[src/rtl/fetch_pc_control_pkg.sv]
// Shared definitions for the instruction-fetch control block.
//   - redirect_sel_e : encoding of the RedirectSel input
//   - slot_state_e   : occupancy of the IF/ID pipeline slot
//   - PC_W           : program-counter width (PC is a word index)
//   - NOP_INSTR_DEFAULT : instruction word used to fill IF/ID on a bubble
package fetch_pc_control_pkg;

    localparam int PC_W = 32;

    localparam logic [31:0] NOP_INSTR_DEFAULT = 32'h0000_0000;

    typedef enum logic [1:0] {
        REDIR_NONE   = 2'b00,
        REDIR_BRANCH = 2'b01,
        REDIR_JUMP   = 2'b10,
        REDIR_JR     = 2'b11
    } redirect_sel_e;

    typedef enum logic {
        SLOT_BUBBLE = 1'b0,
        SLOT_LOADED = 1'b1
    } slot_state_e;

endpackage

[src/rtl/fetch_pc_control_next_pc_select.sv]
// Combinational redirect-target mux.
//   redirect_sel_i     : redirect kind (see redirect_sel_e)
//   redirect_pc_plus1_i: PC+1 of the redirecting instruction
//   branch_imm_i       : signed word offset for branches
//   jump_index_i       : 26-bit jump target field
//   jr_target_i        : register value for jump-register
//   target_o           : redirect target PC (modulo 2^32, wrap not flagged)
module next_pc_select
    import fetch_pc_control_pkg::*;
(
    input  logic [1:0]      redirect_sel_i,
    input  logic [PC_W-1:0] redirect_pc_plus1_i,
    input  logic [15:0]     branch_imm_i,
    input  logic [25:0]     jump_index_i,
    input  logic [PC_W-1:0] jr_target_i,
    output logic [PC_W-1:0] target_o
);

    logic [PC_W-1:0] branch_target;
    logic [PC_W-1:0] jump_target;

    // Offsets are in words because the PC is a word index.
    assign branch_target = redirect_pc_plus1_i + {{16{branch_imm_i[15]}}, branch_imm_i};
    // Jump keeps the top 6 bits of the redirecting instruction's PC+1 region.
    assign jump_target   = {redirect_pc_plus1_i[31:26], jump_index_i};

    always_comb begin
        target_o = redirect_pc_plus1_i;
        unique case (redirect_sel_e'(redirect_sel_i))
            REDIR_BRANCH: target_o = branch_target;
            REDIR_JUMP:   target_o = jump_target;
            REDIR_JR:     target_o = jr_target_i;
            default:      target_o = redirect_pc_plus1_i;
        endcase
    end

endmodule

[src/rtl/fetch_pc_control.sv]
// Instruction-fetch control: PC register, next-PC selection and IF/ID register.
//   Clk, Reset          : clock (rising edge) and async active-high reset
//   PCAddResult         : PC+1 from the external PC adder (sequential next PC)
//   Instruction         : instruction memory data for PCResult
//   Stall               : hold PC, IF/ID and counters
//   RedirectSel, RedirectPCPlus1, BranchImm, JumpIndex, JRTarget : redirect request
//   PCResult            : current PC
//   IFID_Instruction, IFID_PCPlus1, IFID_Valid : IF/ID register contents
//   FetchCount, FlushCount : saturating statistics counters
// Edge priority: Reset > redirect > Stall > sequential fetch.
// Handshake: none; Stall is a level hold request, RedirectSel != 0 is a
// one-edge command sampled on every rising edge regardless of Stall.
module fetch_pc_control
    import fetch_pc_control_pkg::*;
#(
    parameter logic [31:0] RESET_PC  = 32'h0000_0000,
    parameter logic [31:0] NOP_INSTR = NOP_INSTR_DEFAULT,
    parameter int          CNT_W     = 32
) (
    input  logic             Clk,
    input  logic             Reset,
    input  logic [31:0]      PCAddResult,
    input  logic [31:0]      Instruction,
    input  logic             Stall,
    input  logic [1:0]       RedirectSel,
    input  logic [31:0]      RedirectPCPlus1,
    input  logic [15:0]      BranchImm,
    input  logic [25:0]      JumpIndex,
    input  logic [31:0]      JRTarget,
    output logic [31:0]      PCResult,
    output logic [31:0]      IFID_Instruction,
    output logic [31:0]      IFID_PCPlus1,
    output logic             IFID_Valid,
    output logic [CNT_W-1:0] FetchCount,
    output logic [CNT_W-1:0] FlushCount
);

    localparam logic [CNT_W-1:0] CNT_MAX = {CNT_W{1'b1}};

    logic [PC_W-1:0]  pc_q, pc_d;
    logic [31:0]      instr_q, instr_d;
    logic [PC_W-1:0]  pc_plus1_q, pc_plus1_d;
    slot_state_e      slot_q, slot_d;
    logic [CNT_W-1:0] fetch_cnt_q, fetch_cnt_d;
    logic [CNT_W-1:0] flush_cnt_q, flush_cnt_d;

    logic [PC_W-1:0]  redirect_target;
    logic             redirect;

    next_pc_select u_next_pc_select (
        .redirect_sel_i      (RedirectSel),
        .redirect_pc_plus1_i (RedirectPCPlus1),
        .branch_imm_i        (BranchImm),
        .jump_index_i        (JumpIndex),
        .jr_target_i         (JRTarget),
        .target_o            (redirect_target)
    );

    assign redirect = (RedirectSel != REDIR_NONE);

    always_ff @(posedge Clk or posedge Reset) begin
        if (Reset) begin
            pc_q        <= RESET_PC;
            instr_q     <= NOP_INSTR;
            pc_plus1_q  <= '0;
            slot_q      <= SLOT_BUBBLE;
            fetch_cnt_q <= '0;
            flush_cnt_q <= '0;
        end else begin
            pc_q        <= pc_d;
            instr_q     <= instr_d;
            pc_plus1_q  <= pc_plus1_d;
            slot_q      <= slot_d;
            fetch_cnt_q <= fetch_cnt_d;
            flush_cnt_q <= flush_cnt_d;
        end
    end

    always_comb begin
        pc_d        = pc_q;
        instr_d     = instr_q;
        pc_plus1_d  = pc_plus1_q;
        slot_d      = slot_q;
        fetch_cnt_d = fetch_cnt_q;
        flush_cnt_d = flush_cnt_q;

        if (redirect) begin
            // Redirect overrides Stall: the wrong-path fetch is discarded.
            pc_d        = redirect_target;
            instr_d     = NOP_INSTR;
            pc_plus1_d  = '0;
            slot_d      = SLOT_BUBBLE;
            flush_cnt_d = (flush_cnt_q == CNT_MAX) ? flush_cnt_q : flush_cnt_q + CNT_W'(1);
        end else if (!Stall) begin
            pc_d        = PCAddResult;
            instr_d     = Instruction;
            pc_plus1_d  = PCAddResult;
            slot_d      = SLOT_LOADED;
            fetch_cnt_d = (fetch_cnt_q == CNT_MAX) ? fetch_cnt_q : fetch_cnt_q + CNT_W'(1);
        end
    end

    assign PCResult         = pc_q;
    assign IFID_Instruction = instr_q;
    assign IFID_PCPlus1     = pc_plus1_q;
    assign IFID_Valid       = (slot_q == SLOT_LOADED);
    assign FetchCount       = fetch_cnt_q;
    assign FlushCount       = flush_cnt_q;

endmodule

[config.mk]
export PLATFORM = sky130hd
export DESIGN_NAME = fetch_pc_control
export DESIGN_NICKNAME = d
export VERILOG_FILES = /design/src/rtl/fetch_pc_control_pkg.sv /design/src/rtl/fetch_pc_control_next_pc_select.sv /design/src/rtl/fetch_pc_control.sv
export SDC_FILE = /design/constraint.sdc
export NUM_CORES = 1
export LEC_CHECK = 0
export ABC_AREA = 1
export CAP_MARGIN = 20
export CORE_MARGIN = 1
export CORE_UTILIZATION = 47
export DETAILED_ROUTE_END_ITERATION = 6
export PLACE_DENSITY = 0.86
export SLEW_MARGIN = 20
export SYNTH_ARGS = -nofsm -noshare
export SYNTH_HDL_FRONTEND = slang
export SYNTH_SLANG_ARGS = --single-unit
[constraint.sdc]
create_clock -name Clk -period 6.52 [get_ports Clk]
set_input_delay 1.304 -clock Clk [delete_from_list [all_inputs] [get_ports Clk]]
set_output_delay 1.304 -clock Clk [all_outputs]
set_load 0.02 [all_outputs]
* Yosys cells after proc, flatten, opt, wreduce, memory -nomap -nowiden
Cells that the tools add are included.
** Storage, ports and cells
- Memories kept :: 0
- Latch bits :: 0
- RAM bits :: 0
- Memory bits (read-only) :: 0
- Register bits :: 161
- Output and inout port bits :: 161
- Logic and storage cells :: 30
- Input bits :: 175
** Cells by class
- Div/mod/pow operators :: 0
- Multiply operators :: 0
- Muxes and demuxes :: 8
- Shifts and indexed selects :: 0
- Magnitude comparators :: 0
- Bitwise gates (word level) :: 4
- $add $sub $neg :: 3
- Equal/unequal tests :: 6
- Reductions and logical operators :: 3
** Operators with widths (number)
- 32-bit 2-to-1 mux :: 5
- 32-bit case mux with 3 select lines :: 1
- 32-bit by 1-bit adder with 32-bit output, second input constant :: 2
- 32-bit equality test, second input constant :: 2
- 32-bit adder :: 1
- 2-bit equality test, second input constant :: 2
- 1-bit inverter :: 4
- 3-bit AND reduction :: 1
- 2-bit by 1-bit equality test with 1-bit output, second input constant :: 1
- 1-bit 2-to-1 mux :: 2
- 2-bit by 1-bit inequality test with 1-bit output, second input constant :: 1
- 2-bit AND reduction :: 1
- 2-bit nonzero test :: 1

* Logic depth before layout (Yosys ltp)
- Depth after elaboration :: 3
- Depth in mapped cells :: 15
- Depth with buffers taken out :: 15

* By module
Synthesis repeated with hierarchy kept, for this count alone.
** Unflattened totals
- Cells, all modules :: 1739
- Area, all modules :: 11263.3 um^2
** By module, submodules not included
- fetch_pc_control :: cells an instance 1069, times used 1, area an instance 8080.2 um^2, sequential area each 4028.9 um^2
- next_pc_select :: cells an instance 670, times used 1, area an instance 3183.1 um^2, sequential area each 0.0 um^2

* Worst setup path after synthesis
Ideal clock, no wire load.
- Path kind :: input port to flip-flop
- Start point :: in RedirectPCPlus1[0]
- End point :: reg pc_q[30] (netlist: PCResult[30])
- Slack :: 3531 ps
- Buffers on the path :: 0
- Cell stages on the path :: 15
- Arrival :: 2865 ps
- Path through :: ha_1 -> inv_1 -> fa_1 -> inv_1 -> nand2_1 -> nand2_1 -> o21ai_0 -> o21ai_0 -> nand2_1 -> nand2_1 -> nand2_1 -> nand2_1 -> nand2_1 -> nand3_1 -> nand3_1
** Between the ends
- Longest elaborated chain between the ends :: 3
** Ends and longest elaborated chain
- start: declaration :: line fetch_pc_control.sv:26 : input logic [31:0] RedirectPCPlus1,
- 32-bit adder :: line fetch_pc_control_next_pc_select.sv:23 : assign branch_target = redirect_pc_plus1_i + {{16{branch_imm_i[15]}}, branch_imm_i};
- 32-bit case mux with 3 select lines :: line fetch_pc_control_next_pc_select.sv:29 : unique case (redirect_sel_e'(redirect_sel_i))
- 32-bit 2-to-1 mux :: line fetch_pc_control.sv:87 : if (redirect) begin
- end signal: assignment :: line fetch_pc_control.sv:70 : pc_q <= pc_d;
- end: declaration :: line fetch_pc_control.sv:40 : logic [PC_W-1:0] pc_q, pc_d;
Every way passes these cells.
A chain may end at the register's enable or synchronous reset.

* Worst setup path in the final report
- Start point :: in RedirectSel[1]
- End point :: reg fetch_cnt_q[26] (netlist: FetchCount[26])
** Between the ends
- Longest elaborated chain between the ends :: 3
** Ends and longest elaborated chain
- start: declaration :: line fetch_pc_control.sv:25 : input logic [1:0] RedirectSel,
- 2-bit nonzero test :: line fetch_pc_control.sv:59 : assign redirect = (RedirectSel != REDIR_NONE);
- 1-bit inverter (no line)
- 3-bit AND reduction (no line)
- end signal: assignment :: line fetch_pc_control.sv:74 : fetch_cnt_q <= fetch_cnt_d;
- end: declaration :: line fetch_pc_control.sv:44 : logic [CNT_W-1:0] fetch_cnt_q, fetch_cnt_d;
Every way passes these cells.

==> results.cfg <==
[worst_setup_path]
rr_worst_depth = 10
start_kind = input port
startpoint = RedirectSel[1]
regToRegEndpoint = FetchCount[3]
path_class = in -> reg
cp-end-kind = flop
cp_max_fo = 46
required_ns = 6.83
r2r_slack_ns = 4.18
crit_arrival_ns = 4.03
r2r_start = FetchCount[0]
endpoint = FetchCount[26]

[placed_design]
place_congestion = 0.987
postPlaceCellArea_sq_um = 13600
dp_hpwl_microns = 26500
io_buffers = 335
dp.cells = 1922

[global_route]
overflow = 0
grt_first_pass_wirelength_microns = 53000
grt_pass1_vias = 10320
antenna_found_initial = 0
grt_max_degree = 111
grt.total_usage_pct = 31.2

[run]
cap_viol_max_count = 0

[routing]
num_vias = 10700
via_per_inst = 5.47
ant_nets = 0
drt_iter0_drc = 792
totalWireLength_microns = 33700
post_drt_wl_per_cell_microns = 17.2
first_pass_iters = 5
route.detailed.drc = 0

[clock_network]
cts_setup_buffers = 0
cts_tree = built
clock_path_buffers = 2
cts_root_buf = clkbuf_16
cts_resized = 0
cts.sinks = 161
path_clk_slew_ns = 0.07
clk_latency_ns = 0.43
cts_buffers = 17
holdBufCountCts = 0
htree_levels = 4

[logic_synthesis]
synth_enable_flop_cells = 0
ys_seq_area_share_pct = 40.2
ys_types = 40
synth_area_sq_um = 10000
async_reset_ff_share_pct = 100
synth_seq_cells = 161
synthesis.nets = 1554
syn-instance-count = 1345
synth_ff_type = dfrtp_1
avgSynthCellArea_sq_um = 7.45
yosys_warnings = 0

[cells_and_area]
final_cell_area_sq_um = 14200
area_growth_pct = 41.7
multi_input_area_sq_um = 5210
fillers = 1738
regArea_sq_um = 4030
fin_cells = 1955
drive_above_1_share_pct = 4.17
num_antenna_cells = 0
fin_nets = 1876

[sta]
clock.fmax_mhz = 269
rsz0062_at_grt = false
period_share_pct = 57.0
fin_setup_tns_ns = 0
maxSlewViolCount = 0
clock_skew_ns = 0.0106
timing.final.hold_violations = 0
finalSetupViolations = 0
slew_headroom_pct = 30.0
worst_slew_pin_slew_ns = 1.05
period_needed_ns = 3.71

[die]
start_util_pct = 47.8
pin_count = 336
die-height_microns = 148
rows = 53
die_w_microns = 148
die_area_sq_um = 21900
core-area_sq_um = 21000

[power]
power.density_nw_per_um2 = 217
peakVddDrop_uv = 137
total_leakage_power_nw = 6.51

[hold_path]
min_path_type = reg -> reg

[run_status]
outcome = completed
-- per-stage QoR --
step / hold WS, ns / total power, mW / utilization [%] / worst slack [ns]
floorplan: 0.582 / 1.63 / - / 0.868
detailed placement: 0.457 / 2.04 / 64.8 / 2.36
global route: 0.503 / 3.20 / 67.7 / 2.43
global placement: 0.454 / 2.02 / 64.8 / 2.47
CTS: 0.474 / 3.09 / 67.6 / 2.80
finish: 0.472 / 3.07 / 67.7 / 2.81
-- sequential cells by signal, indices dropped and copies added (netlist names) --
register,cells
IFID_Instruction,32
PCResult,32
IFID_PCPlus1,32
IFID_Valid,1
FetchCount,32
FlushCount,32
-- worst min-delay path by stage --
stage	startpoint	to	cells after the start
finish	IFID_PCPlus1[14]	IFID_PCPlus1[14]	2
global placement	IFID_PCPlus1[15]	IFID_PCPlus1[15]	2
floorplan	IFID_PCPlus1[10]	IFID_PCPlus1[10]	2
global route	IFID_PCPlus1[10]	IFID_PCPlus1[10]	2
CTS	IFID_PCPlus1[5]	IFID_PCPlus1[5]	2
detailed placement	IFID_PCPlus1[5]	IFID_PCPlus1[5]	2
-- where the power goes --
part	internal [mW]	switching (mW)	leakage [nW]
Combinational	0.383	0.465	4.09
Sequential	1.09	0.0981	2.13
Clock	0.593	0.449	0.293
-- cells in the mapped netlist (2+ instances only) --
cell type,count,share of area (%)
nand2_1,427,16
dfrtp_1,161,40
inv_1,152,5.7
nor2_1,102,3.8
nand3_1,71,3.5
a22o_1,55,4.8
o21ai_0,55,2.7
xor2_1,40,3.5
ha_1,33,4.1
a21oi_1,32,1.6
nand4_1,32,2.0
nor3_1,31,1.5
clkbuf_1,21,0.79
nand3b_1,20,1.5
nor4_1,14,0.87
xnor2_1,13,1.1
o21ai_1,11,0.55
buf_2,10,0.50
inv_2,8,0.30
or2_2,7,0.44
a21boi_0,6,0.45
nor3_2,6,0.60
o211ai_1,5,0.37
o21bai_1,5,0.37
buf_6,4,0.45
nand2_2,3,0.19
a21o_1,2,0.15
a221oi_1,2,0.17
a31oi_1,2,0.12
and2_1,2,0.12
buf_4,2,0.15
nor2_2,2,0.12
o21a_1,2,0.15
-- worst max-delay path, cell delays in order --
cell and delay [ns]:
clkdlybuf4s50_1 0.49, nor2_1 0.34, inv_1 0.23, nor2_4 0.13, buf_4 0.47, nand2_4 0.25
inv_2 0.52, nand3_1 0.13, nand2_1 0.09, nand2_1 0.05
-- routing by layer --
metal  vias up  global-route usage, %  share of wire, %
met2       545                   53.9                50
met1      5032                   38.0                39
met3        79                   5.74               8.3
met4         0                   13.1               3.1
met5         -                      0                 0
li1       5044                      -                 -
-- cells by family (layout without fill, tap and decap cells) --
logic type	Yosys count	after routing	synth area share, %
AOI/OAI and AO/OA	177	177	11.5
xor gates and xnor gates	53	53	4.63
adders and majority gates	34	34	4.32
buffers and inverters	197	532	7.88
DFF	161	161	40.2
and+or+nand+nor	723	723	31.4
-- placed cells by master (no fill, tap or decap), types with 2 or more instances in the layout --
cell and instances:
clkinvlp_4 2, nand4_1 32, o21bai_1 5, clkdlybuf4s50_1 335
clkinv_2 2, buf_4 4, nor4_1 14, dfrtp_1 161
nor2_1 100, ha_1 33, nand2_2 3, clkbuf_16 17
clkbuf_8 2, o211ai_1 5, nor2_2 2, o21a_1 2
nor2_4 2, and2_1 2, a221oi_1 2, a21o_1 2
o21ai_1 11, inv_8 2, xnor2_1 13, a21boi_0 6
inv_6 5, nand3_1 71, o21ai_0 55, inv_2 8
a31oi_1 2, a22o_1 55, a21oi_1 32, inv_1 150
nand2_1 427, xor2_1 40, nor3_2 6, nor3_1 31
nand3b_1 20, bufinv_16 2, or2_2 7
-- cell type report --
cell class / instances / share of cell area, %
clock inverter: 13 / 1.05
timing repair buffer: 340 / 23.9
inverter: 160 / 4.28
clock buffer: 19 / 3.19
multi-input combinational: 987 / 36.7
tap: 275 / 2.42
sequential: 161 / 28.4
No activity file was read; power rests on OpenSTA's default activity.
